**config.mk**
```make
export PLATFORM = sky130hd
export DESIGN_NAME = fb_mem_arbiter_flat
export DESIGN_NICKNAME = d
export VERILOG_FILES = /design/src/rtl/fb_mem_arbiter_if.sv /design/src/rtl/fb_mem_arbiter.sv /design/src/flat_wrapper.sv
export SDC_FILE = /design/constraint.sdc
export NUM_CORES = 1
export LEC_CHECK = 0
export CAP_MARGIN = 25
export CORE_MARGIN = 5
export CORE_UTILIZATION = 35
export DETAILED_ROUTE_END_ITERATION = 7
export PLACE_DENSITY_LB_ADDON = 0.2
export SETUP_SLACK_MARGIN = 0.2
export SLEW_MARGIN = 20
export SYNTH_ARGS = -nofsm -noshare
export SYNTH_HDL_FRONTEND = slang
export SYNTH_SLANG_ARGS = --single-unit
```
**constraint.sdc**
```tcl
create_clock -name clkin_i -period 2 [get_ports clkin_i]
set_clock_uncertainty 0.05 [all_clocks]
set_input_delay 0.4 -clock clkin_i [delete_from_list [all_inputs] [get_ports clkin_i]]
set_output_delay 0.4 -clock clkin_i [all_outputs]
set_load 0.01 [all_outputs]
```
**src/rtl/fb_mem_arbiter_if.sv**
```systemverilog
// Framebuffer arbiter bus: scan-out read port, host write port, RAM port.
// Optional macro FB_READBACK_EN adds the host read port signals.
// slave  = arbiter side, master = client/RAM side.
interface fb_mem_arbiter_if #(
   parameter int ADDR_W = 15,
   parameter int DATA_W = 8
);
   logic              vid_req;
   logic [ADDR_W-1:0] vid_addr;
   logic [DATA_W-1:0] vid_data;
   logic              vid_valid;

   logic              host_wr_valid;
   logic              host_wr_ready;
   logic [ADDR_W-1:0] host_wr_addr;
   logic [DATA_W-1:0] host_wr_data;

   logic [ADDR_W-1:0] mem_addr;
   logic              mem_we;
   logic [DATA_W-1:0] mem_wdata;
   logic [DATA_W-1:0] mem_rdata;

`ifdef FB_READBACK_EN
   logic              host_rd_valid;
   logic [ADDR_W-1:0] host_rd_addr;
   logic              host_rd_ready;
   logic [DATA_W-1:0] host_rd_data;
   logic              host_rd_dvalid;
`endif

   modport slave (
`ifdef FB_READBACK_EN
      input  host_rd_valid, host_rd_addr,
      output host_rd_ready, host_rd_data, host_rd_dvalid,
`endif
      input  vid_req, vid_addr,
      output vid_data, vid_valid,
      input  host_wr_valid, host_wr_addr, host_wr_data,
      output host_wr_ready,
      output mem_addr, mem_we, mem_wdata,
      input  mem_rdata
   );

   modport master (
`ifdef FB_READBACK_EN
      output host_rd_valid, host_rd_addr,
      input  host_rd_ready, host_rd_data, host_rd_dvalid,
`endif
      output vid_req, vid_addr,
      input  vid_data, vid_valid,
      output host_wr_valid, host_wr_addr, host_wr_data,
      input  host_wr_ready,
      input  mem_addr, mem_we, mem_wdata,
      output mem_rdata
   );
endinterface

```
**src/rtl/fb_mem_arbiter.sv**
```systemverilog
// Framebuffer RAM arbiter: scan-out reads always win; host writes are queued in a
// small FIFO and drain into every RAM cycle the scan-out leaves free.
// Optional macro FB_READBACK_EN adds a host read path, granted only when the
// scan-out is idle and the write FIFO is empty so reads see all earlier writes.
module fb_mem_arbiter #(
   parameter  int ADDR_W     = 15,
   parameter  int DATA_W     = 8,
   parameter  int FIFO_DEPTH = 4,
   parameter  int STALL_W    = 16,
   localparam int PTR_W      = $clog2(FIFO_DEPTH),
   localparam int LVL_W      = PTR_W + 1
) (
   input  logic                clkin_i,
   input  logic                rst_i,
   fb_mem_arbiter_if.slave     bus,
   output logic [LVL_W-1:0]    fifo_level_o,
   output logic [STALL_W-1:0]  stall_cnt_o
);

   typedef enum logic [1:0] {
      GNT_IDLE = 2'd0,
      GNT_VID  = 2'd1,
      GNT_WR   = 2'd2,
      GNT_RD   = 2'd3
   } grant_e;

   grant_e              grant;

   logic [ADDR_W-1:0]   fifo_addr_q [FIFO_DEPTH];
   logic [DATA_W-1:0]   fifo_data_q [FIFO_DEPTH];
   logic [PTR_W-1:0]    wr_ptr_q, wr_ptr_d;
   logic [PTR_W-1:0]    rd_ptr_q, rd_ptr_d;
   logic [LVL_W-1:0]    level_q, level_d;
   logic [STALL_W-1:0]  stall_q, stall_d;
   logic [ADDR_W-1:0]   mem_addr_q, mem_addr_d;
   logic                vid_valid_q, vid_valid_d;
   logic                fifo_full, fifo_empty, push, pop;

   assign fifo_full  = (level_q == LVL_W'(FIFO_DEPTH));
   assign fifo_empty = (level_q == '0);
   // Ready comes from the registered level, so a pop while full cannot admit a
   // same-cycle push; ready rises one cycle after the pop.
   assign push       = bus.host_wr_valid && !fifo_full;
   assign pop        = (grant == GNT_WR);

   // Per-cycle grant; reset forces idle so the RAM never sees a write under reset.
   always_comb begin
      grant = GNT_IDLE;
      if (!rst_i) begin
         if (bus.vid_req) begin
            grant = GNT_VID;
         end else if (!fifo_empty) begin
            grant = GNT_WR;
`ifdef FB_READBACK_EN
         end else if (bus.host_rd_valid) begin
            grant = GNT_RD;
`endif
         end
      end
   end

   // RAM port mux; idle cycles keep presenting the last address.
   always_comb begin
      mem_addr_d    = mem_addr_q;
      bus.mem_we    = 1'b0;
      bus.mem_wdata = fifo_data_q[rd_ptr_q];
      case (grant)
         GNT_VID: mem_addr_d = bus.vid_addr;
         GNT_WR: begin
            mem_addr_d = fifo_addr_q[rd_ptr_q];
            bus.mem_we = 1'b1;
         end
`ifdef FB_READBACK_EN
         GNT_RD:  mem_addr_d = bus.host_rd_addr;
`endif
         default: mem_addr_d = mem_addr_q;
      endcase
   end

   assign bus.mem_addr      = mem_addr_d;
   assign bus.vid_data      = bus.mem_rdata;
   assign bus.vid_valid     = vid_valid_q;
   assign bus.host_wr_ready = !fifo_full;
   assign fifo_level_o      = level_q;
   assign stall_cnt_o       = stall_q;

   // Next-state for FIFO pointers/level, stall counter and read-valid flag.
   always_comb begin
      wr_ptr_d    = push ? wr_ptr_q + PTR_W'(1) : wr_ptr_q;
      rd_ptr_d    = pop  ? rd_ptr_q + PTR_W'(1) : rd_ptr_q;
      level_d     = level_q;
      if (push && !pop) begin
         level_d = level_q + LVL_W'(1);
      end else if (!push && pop) begin
         level_d = level_q - LVL_W'(1);
      end
      stall_d     = stall_q;
      if (bus.host_wr_valid && fifo_full && (stall_q != '1)) begin
         stall_d = stall_q + STALL_W'(1);
      end
      vid_valid_d = (grant == GNT_VID);
   end

   // FIFO storage; contents are don't-care until the level says otherwise.
   always_ff @(posedge clkin_i) begin
      if (push) begin
         fifo_addr_q[wr_ptr_q] <= bus.host_wr_addr;
         fifo_data_q[wr_ptr_q] <= bus.host_wr_data;
      end
   end

   // Control state registers.
   always_ff @(posedge clkin_i or posedge rst_i) begin
      if (rst_i) begin
         wr_ptr_q    <= '0;
         rd_ptr_q    <= '0;
         level_q     <= '0;
         stall_q     <= '0;
         mem_addr_q  <= '0;
         vid_valid_q <= 1'b0;
      end else begin
         wr_ptr_q    <= wr_ptr_d;
         rd_ptr_q    <= rd_ptr_d;
         level_q     <= level_d;
         stall_q     <= stall_d;
         mem_addr_q  <= mem_addr_d;
         vid_valid_q <= vid_valid_d;
      end
   end

`ifdef FB_READBACK_EN
   logic rd_dvalid_q;

   assign bus.host_rd_ready  = (grant == GNT_RD);
   assign bus.host_rd_data   = bus.mem_rdata;
   assign bus.host_rd_dvalid = rd_dvalid_q;

   // Host read data is valid one cycle after its grant, like scan-out.
   always_ff @(posedge clkin_i or posedge rst_i) begin
      if (rst_i) begin
         rd_dvalid_q <= 1'b0;
      end else begin
         rd_dvalid_q <= (grant == GNT_RD);
      end
   end
`endif

endmodule

```
**src/flat_wrapper.sv**
```systemverilog
// flat-port wrapper written by rule: the top's interface ports become plain ports
module fb_mem_arbiter_flat 
#(
   parameter  int ADDR_W     = 15,
   parameter  int DATA_W     = 8,
   parameter  int FIFO_DEPTH = 4,
   parameter  int STALL_W    = 16,
   localparam int PTR_W      = $clog2(FIFO_DEPTH),
   localparam int LVL_W      = PTR_W + 1
)
  (clkin_i, rst_i, fifo_level_o, stall_cnt_o, bus_vid_req, bus_vid_addr, bus_vid_data, bus_vid_valid, bus_host_wr_valid, bus_host_wr_addr, bus_host_wr_data, bus_host_wr_ready, bus_mem_addr, bus_mem_we, bus_mem_wdata, bus_mem_rdata);
  fb_mem_arbiter_if #(.ADDR_W(ADDR_W), .DATA_W(DATA_W)) bus_i ();
  input  logic clkin_i;
  input  logic rst_i;
  output logic [LVL_W-1:0] fifo_level_o;
  output logic [STALL_W-1:0] stall_cnt_o;
  input wire logic [$bits(bus_i.vid_req)-1:0] bus_vid_req;
  input wire logic [$bits(bus_i.vid_addr)-1:0] bus_vid_addr;
  output wire logic [$bits(bus_i.vid_data)-1:0] bus_vid_data;
  output wire logic [$bits(bus_i.vid_valid)-1:0] bus_vid_valid;
  input wire logic [$bits(bus_i.host_wr_valid)-1:0] bus_host_wr_valid;
  input wire logic [$bits(bus_i.host_wr_addr)-1:0] bus_host_wr_addr;
  input wire logic [$bits(bus_i.host_wr_data)-1:0] bus_host_wr_data;
  output wire logic [$bits(bus_i.host_wr_ready)-1:0] bus_host_wr_ready;
  output wire logic [$bits(bus_i.mem_addr)-1:0] bus_mem_addr;
  output wire logic [$bits(bus_i.mem_we)-1:0] bus_mem_we;
  output wire logic [$bits(bus_i.mem_wdata)-1:0] bus_mem_wdata;
  input wire logic [$bits(bus_i.mem_rdata)-1:0] bus_mem_rdata;
  assign bus_i.vid_req = bus_vid_req;
  assign bus_i.vid_addr = bus_vid_addr;
  assign bus_vid_data = bus_i.vid_data;
  assign bus_vid_valid = bus_i.vid_valid;
  assign bus_i.host_wr_valid = bus_host_wr_valid;
  assign bus_i.host_wr_addr = bus_host_wr_addr;
  assign bus_i.host_wr_data = bus_host_wr_data;
  assign bus_host_wr_ready = bus_i.host_wr_ready;
  assign bus_mem_addr = bus_i.mem_addr;
  assign bus_mem_we = bus_i.mem_we;
  assign bus_mem_wdata = bus_i.mem_wdata;
  assign bus_i.mem_rdata = bus_mem_rdata;
  fb_mem_arbiter #(.ADDR_W(ADDR_W), .DATA_W(DATA_W), .FIFO_DEPTH(FIFO_DEPTH), .STALL_W(STALL_W)) u_core (.clkin_i(clkin_i), .rst_i(rst_i), .bus(bus_i), .fifo_level_o(fifo_level_o), .stall_cnt_o(stall_cnt_o));
endmodule
```
# Word-level counts from Yosys, hierarchy flattened
# Memory sizes are Yosys's and may differ from the RTL's.
# Cells that the tools add are included.
# word_totals
reg_bits	39
mem_bits_rw	92
inputBits	50
out_inout_bits	53
word_cells	36
memories	2
# mem_list
memory	words	word_bits	read_ports	rd_ports_with_merged_regs	wr	line	rtl
u_core.fifo_addr_q	4	15	1	0	1	fb_mem_arbiter.sv:29	logic [ADDR_W-1:0] fifo_addr_q [FIFO_DEPTH];
u_core.fifo_data_q	4	8	1	0	1	fb_mem_arbiter.sv:30	logic [DATA_W-1:0] fifo_data_q [FIFO_DEPTH];
# classes
add_sub_neg	5
eq_ne	4
n_mux	9
reduce_logical	10
# op_table
operator	count
$pmux 15 s2	1
$add 16x1->16 const B	1
$ne 16x16->1 const B	1
$mux 2	3
$mux 3	2
$logic_and 1x1->1	5
$add 2x1->2 const B	2
$add 3x1->3 const B	1
$eq 3x3->1 const B	1
$logic_not 1->1	3
$logic_not 3->1	1
$mux 1	3
$sub 3x1->3 const B	1
$eq 2x1->1 const B	1
$eq 2x2->1 const B	1
$reduce_bool 2->1	1

# Logic depth before layout (Yosys ltp)
# depth
depth_word	8
depth_mapped	9

# Worst setup path after synthesis
# No wires, ideal clock.
# synth_path
kind	reg-to-reg
startpoint	reg u_core.level_q[0], in the netlist u_core.fifo_level_o[0]
endpoint	reg u_core.level_q[2], in the netlist u_core.fifo_level_o[2]
arrival_ns	1.933
required_time_ns	1.871
slack_ns	-0.062
path_stages_with_launch	10
n_path_buf	0
synth_period_minus_slack_ns	2.062
cell_sequence	dfrtp_1 -> nor2_1 -> nand2_1 -> and2_0 -> ha_1 -> inv_1 -> fa_1 -> xor2_1 -> nor2_1 -> xor2_1
# synth_via
word_cells_on_any_way	17
# synth_lines
item	line	rtl
start, declared	fb_mem_arbiter.sv:33	logic [LVL_W-1:0] level_q, level_d;
start signal, assigned	fb_mem_arbiter.sv:124	level_q <= level_d;
$eq 3x3->1 *	fb_mem_arbiter.sv:39	assign fifo_full = (level_q == LVL_W'(FIFO_DEPTH));
$logic_not 1->1 *	--	
net bus_host_wr_ready	flat_wrapper.sv:24	output wire logic [$bits(bus_i.host_wr_ready)-1:0] bus_host_wr_ready;
$logic_and 1x1->1 *	fb_mem_arbiter.sv:43	assign push = bus.host_wr_valid && !fifo_full;
net u_core.push	fb_mem_arbiter.sv:37	logic fifo_full, fifo_empty, push, pop;
$logic_not 1->1	fb_mem_arbiter.sv:94	end else if (!push && pop) begin
$logic_and 1x1->1	fb_mem_arbiter.sv:94	
$reduce_bool 2->1 (no source line)	--	
# The timed path passes the listed nets; every way through them passes the cells marked *. The select of a mux whose other input is x is not followed.
# A chain may end at the register's enable or synchronous reset.

# Worst setup path after layout
# layout_path
startpoint	reg u_core.rd_ptr_q[0]
endpoint	out bus_mem_addr[13]
# layout_via
elab_chain_cells	2
# layout_rtl
item	line	rtl
start, declared	fb_mem_arbiter.sv:32	logic [PTR_W-1:0] rd_ptr_q, rd_ptr_d;
start signal, assigned	fb_mem_arbiter.sv:123	rd_ptr_q <= rd_ptr_d;
$mem_v2 4x15	--	
$pmux 15 s2	fb_mem_arbiter.sv:67	case (grant)
end, declared	flat_wrapper.sv:25	output wire logic [$bits(bus_i.mem_addr)-1:0] bus_mem_addr;
# No other way between the ends.

==> impl_metrics.ini <==
[synth]
synth_area_leader_cell = edfxtp_1
synthTopCellsByArea = edfxtp_1 52%, dfrtp_1 18%, mux4_2 7.2%
synth_top_area_frac = 0.5186
syn_nets = 350
yosysUniqueCellTypes = 41
ys_ff_latch = 131
synth_cells = 293
synth_xor_area_frac = 0.02959
synth_top_family_by_area = multiplexers
syn_area_um2 = 5328
synth.avg_cell_area_um2 = 18.18
synth.mux.area_fraction = 0.1085
synthAdderAreaFrac = 0.01785
ys_seq_area_frac = 0.7017
yosys.area_share.simple = 0.07774
synth_compound_area_frac = 0.03523
ys_warn_count = 0

[layout]
multi_input_area_um2 = 1539
drive_gt1_frac = 0.4177
regArea_um2 = 3749
layout-area-overhead-vs-synth_pct = 43.54
diodes = 0
nFillCells = 1263
design_area_um2 = 7647
fin_nets = 506

[timing]
rsz0062_at_grt = true
drv_slew = 0
worst_slew_pin_slew_ns = 0.3391
finalCritPeriodShare = 1.294
max-slew-margin-rel = 0.7733
tns_ns = -11.39
whs_ns = 0.01510
post-route-min-period_ns = 2.589
fmax_mhz = 386.3
setup-violations-final = 26
setup_slack_ns = -0.5887
hold_viol = 0

[global_routing]
grt_max_degree = 36
grt_util_all_layers = 0.1338
antenna_found_initial = 0
overflow = 0
grt_pass1_vias = 3364
grt_pass1_wl_um = 18290

[route]
postRouteAntennaNets = 0
vias = 3132
viasPerCell = 4.818
wl_per_cell_um = 17.82
dr.pass1.iters = 4
drc_errors = 0
drt_iter0_drc = 146
wirelength_um = 11580

[pwr]
power.leakage_uw = 0.003016
power_uw = 10570
p_per_area_nw_per_um2 = 1383
peakVddDrop_uv = 652.6

[floorplan]
ioPinCount = 103
rows = 45
core_um2 = 15090
die-width_um = 133.4
die_y_um = 133.4
dieArea_um2 = 17790
initial_core_util = 0.3531

[worst_setup_path]
r2r_end = u_core.fifo_level_o[1]
cp_max_fo = 5
path_common_cell = buf_12
worstSetupEndpointType = output pin
worstSetupPathType = flop to output pin
crit_start = u_core.rd_ptr_q[0]
r2r-start = u_core.fifo_level_o[1]
slowest_delay_ns = 0.51
crit_required_ns = 1.55
critical_path_arrival_ns = 2.14
crit_path_end = bus_mem_addr[13]
path_cells = buf_12, buf_12, mux4_2, and2_4, a221o_1, buf_2
start_kind = flop
reg2reg_depth = 9
slowest_stage = mux4_2
timing.reg2reg.setup_slack_ns = -0.24

[placed_design]
hpwl_um = 7671
dpl-instance-area_um2 = 6761
place_congestion = 0.7701
dp_slack_ns = -0.8566
port-buffer-count = 86

[clock_tree]
clock-sinks = 131
cts_buffers = 17
clk-insertion-delay-late_ns = 0.41
htreeDepth = 4
cts_tree = done
cts.clk_slew.worst_paths_ns = 0.06
cts_hold_buf = 0
cts_max_path_buffers = 2
root_buffer = clkbuf_16

[outcome]
status = complete, but fails checks
violations = setup timing

[hold_path]
min_path_type = input port to asynchronous set/reset pin

[run]
cap_viol_max_count = 0
through the flow:
step,instances,util
3_3_place_gp,588,0.4481
6_report,650,0.5068
5_1_grt,650,0.5068
4_1_cts,641,0.4944
3_5_place_dp,588,0.4481
2_1_floorplan,293,-
layout by cell type (no fill, tap or decap), types with 13 or more instances in the layout:
cell type | synthesis | final
edfxtp_1 | 92 | 92
clkdlybuf4s50_1 | 0 | 44
buf_4 | 8 | 43
dfrtp_1 | 39 | 31
buf_6 | 2 | 23
mux4_2 | 17 | 22
clkbuf_16 | 0 | 17
and2_4 | 0 | 16
dlygate4sd2_1 | 0 | 16
a221o_1 | 15 | 15
buf_2 | 4 | 15
buf_12 | 1 | 13
metal layers:
layer	global-route usage	part of all wire
met1	0.1702	0.46
met2	0.2119	0.48
met3	0.05438	0.058
met4	0.03943	0.0068
met5	0	0
synth_stat cells (all sizes together):
cell type  number
a21oi           1
a221o          15
a31oi           1
and2           16
and3            8
and4            2
and4bb          1
buf            15
clkbuf          4
dfrtp          39
edfxtp         92
fa              1
ha              6
inv             5
mux2            3
mux4           23
nand2           5
nand3           8
nand3b          1
nand4           7
nand4bb         1
nor2            8
nor2b           1
nor3            4
nor4            3
o2111ai         1
o21a            1
o21ai           2
or3             1
xnor2          10
xor2            8
critical path: cells and delay by family, from the launching register on:
| kind | cells | cell delay (ns) |
|---|---|---|
| muxes | 1 | 0.51 |
| and+or+nand+nor | 1 | 0.15 |
| AOI/OAI and AO/OA | 1 | 0.27 |
| buffers and inverters | 3 | 0.40 |
| DFF | 1 | 0.41 |
how the worst min path moves through the flow:
stage,from,end,slack [ns],cells past startpoint
after global routing,rst_i,u_core.mem_addr_q[8],0.03,2
final,rst_i,u_core.mem_addr_q[7],0.02,2
after floorplan,bus_host_wr_addr[0],u_core.fifo_addr_q[0][0],0.45,0
after global placement,u_core.mem_addr_q[14],u_core.mem_addr_q[14],0.44,1
after detailed placement,u_core.mem_addr_q[14],u_core.mem_addr_q[14],0.44,1
after CTS,rst_i,u_core.mem_addr_q[7],0.008,2
sequential cells by signal (all words and copies together), names as in the netlist:
signal,flops
u_core.fifo_addr_q,60
u_core.fifo_data_q,32
u_core.stall_cnt_o,16
u_core.mem_addr_q,15
u_core.fifo_level_o,3
u_core.rd_ptr_q,2
u_core.wr_ptr_q,2
u_core.bus.vid_valid,1
where the power goes:
group / total [uW] / leakage, uW / internal [uW] / switching (uW)
clock network: 2950 / 0.000284 / 1880 / 1070
registers: 3790 / 0.00133 / 3570 / 213
logic: 3830 / 0.00140 / 2240 / 1600
layout make-up:
cell class,instances,area share
Tap cell,188,0.03076
Clock buffer,21,0.06021
Clock inverter,11,0.01440
Multi-Input combinational cell,138,0.2012
Inverter,5,0.003436
Sequential cell,131,0.4902
Timing Repair Buffer,156,0.1998
what timing repair did:
action                     CTS  global route
pin swaps                    5             9
resized for setup          157            37
setup endpoints to repair   46            44
setup buffers               21             9
cell families after synthesis:
group / after synthesis
DFF: 131
and+or+nand+nor: 66
muxes: 26
buffers and inverters: 24
AOI/OAI and AO/OA: 21
xor gates and xnor gates: 18
adders and majority gates: 7
Note: power is estimated with default switching activity, not from simulation.
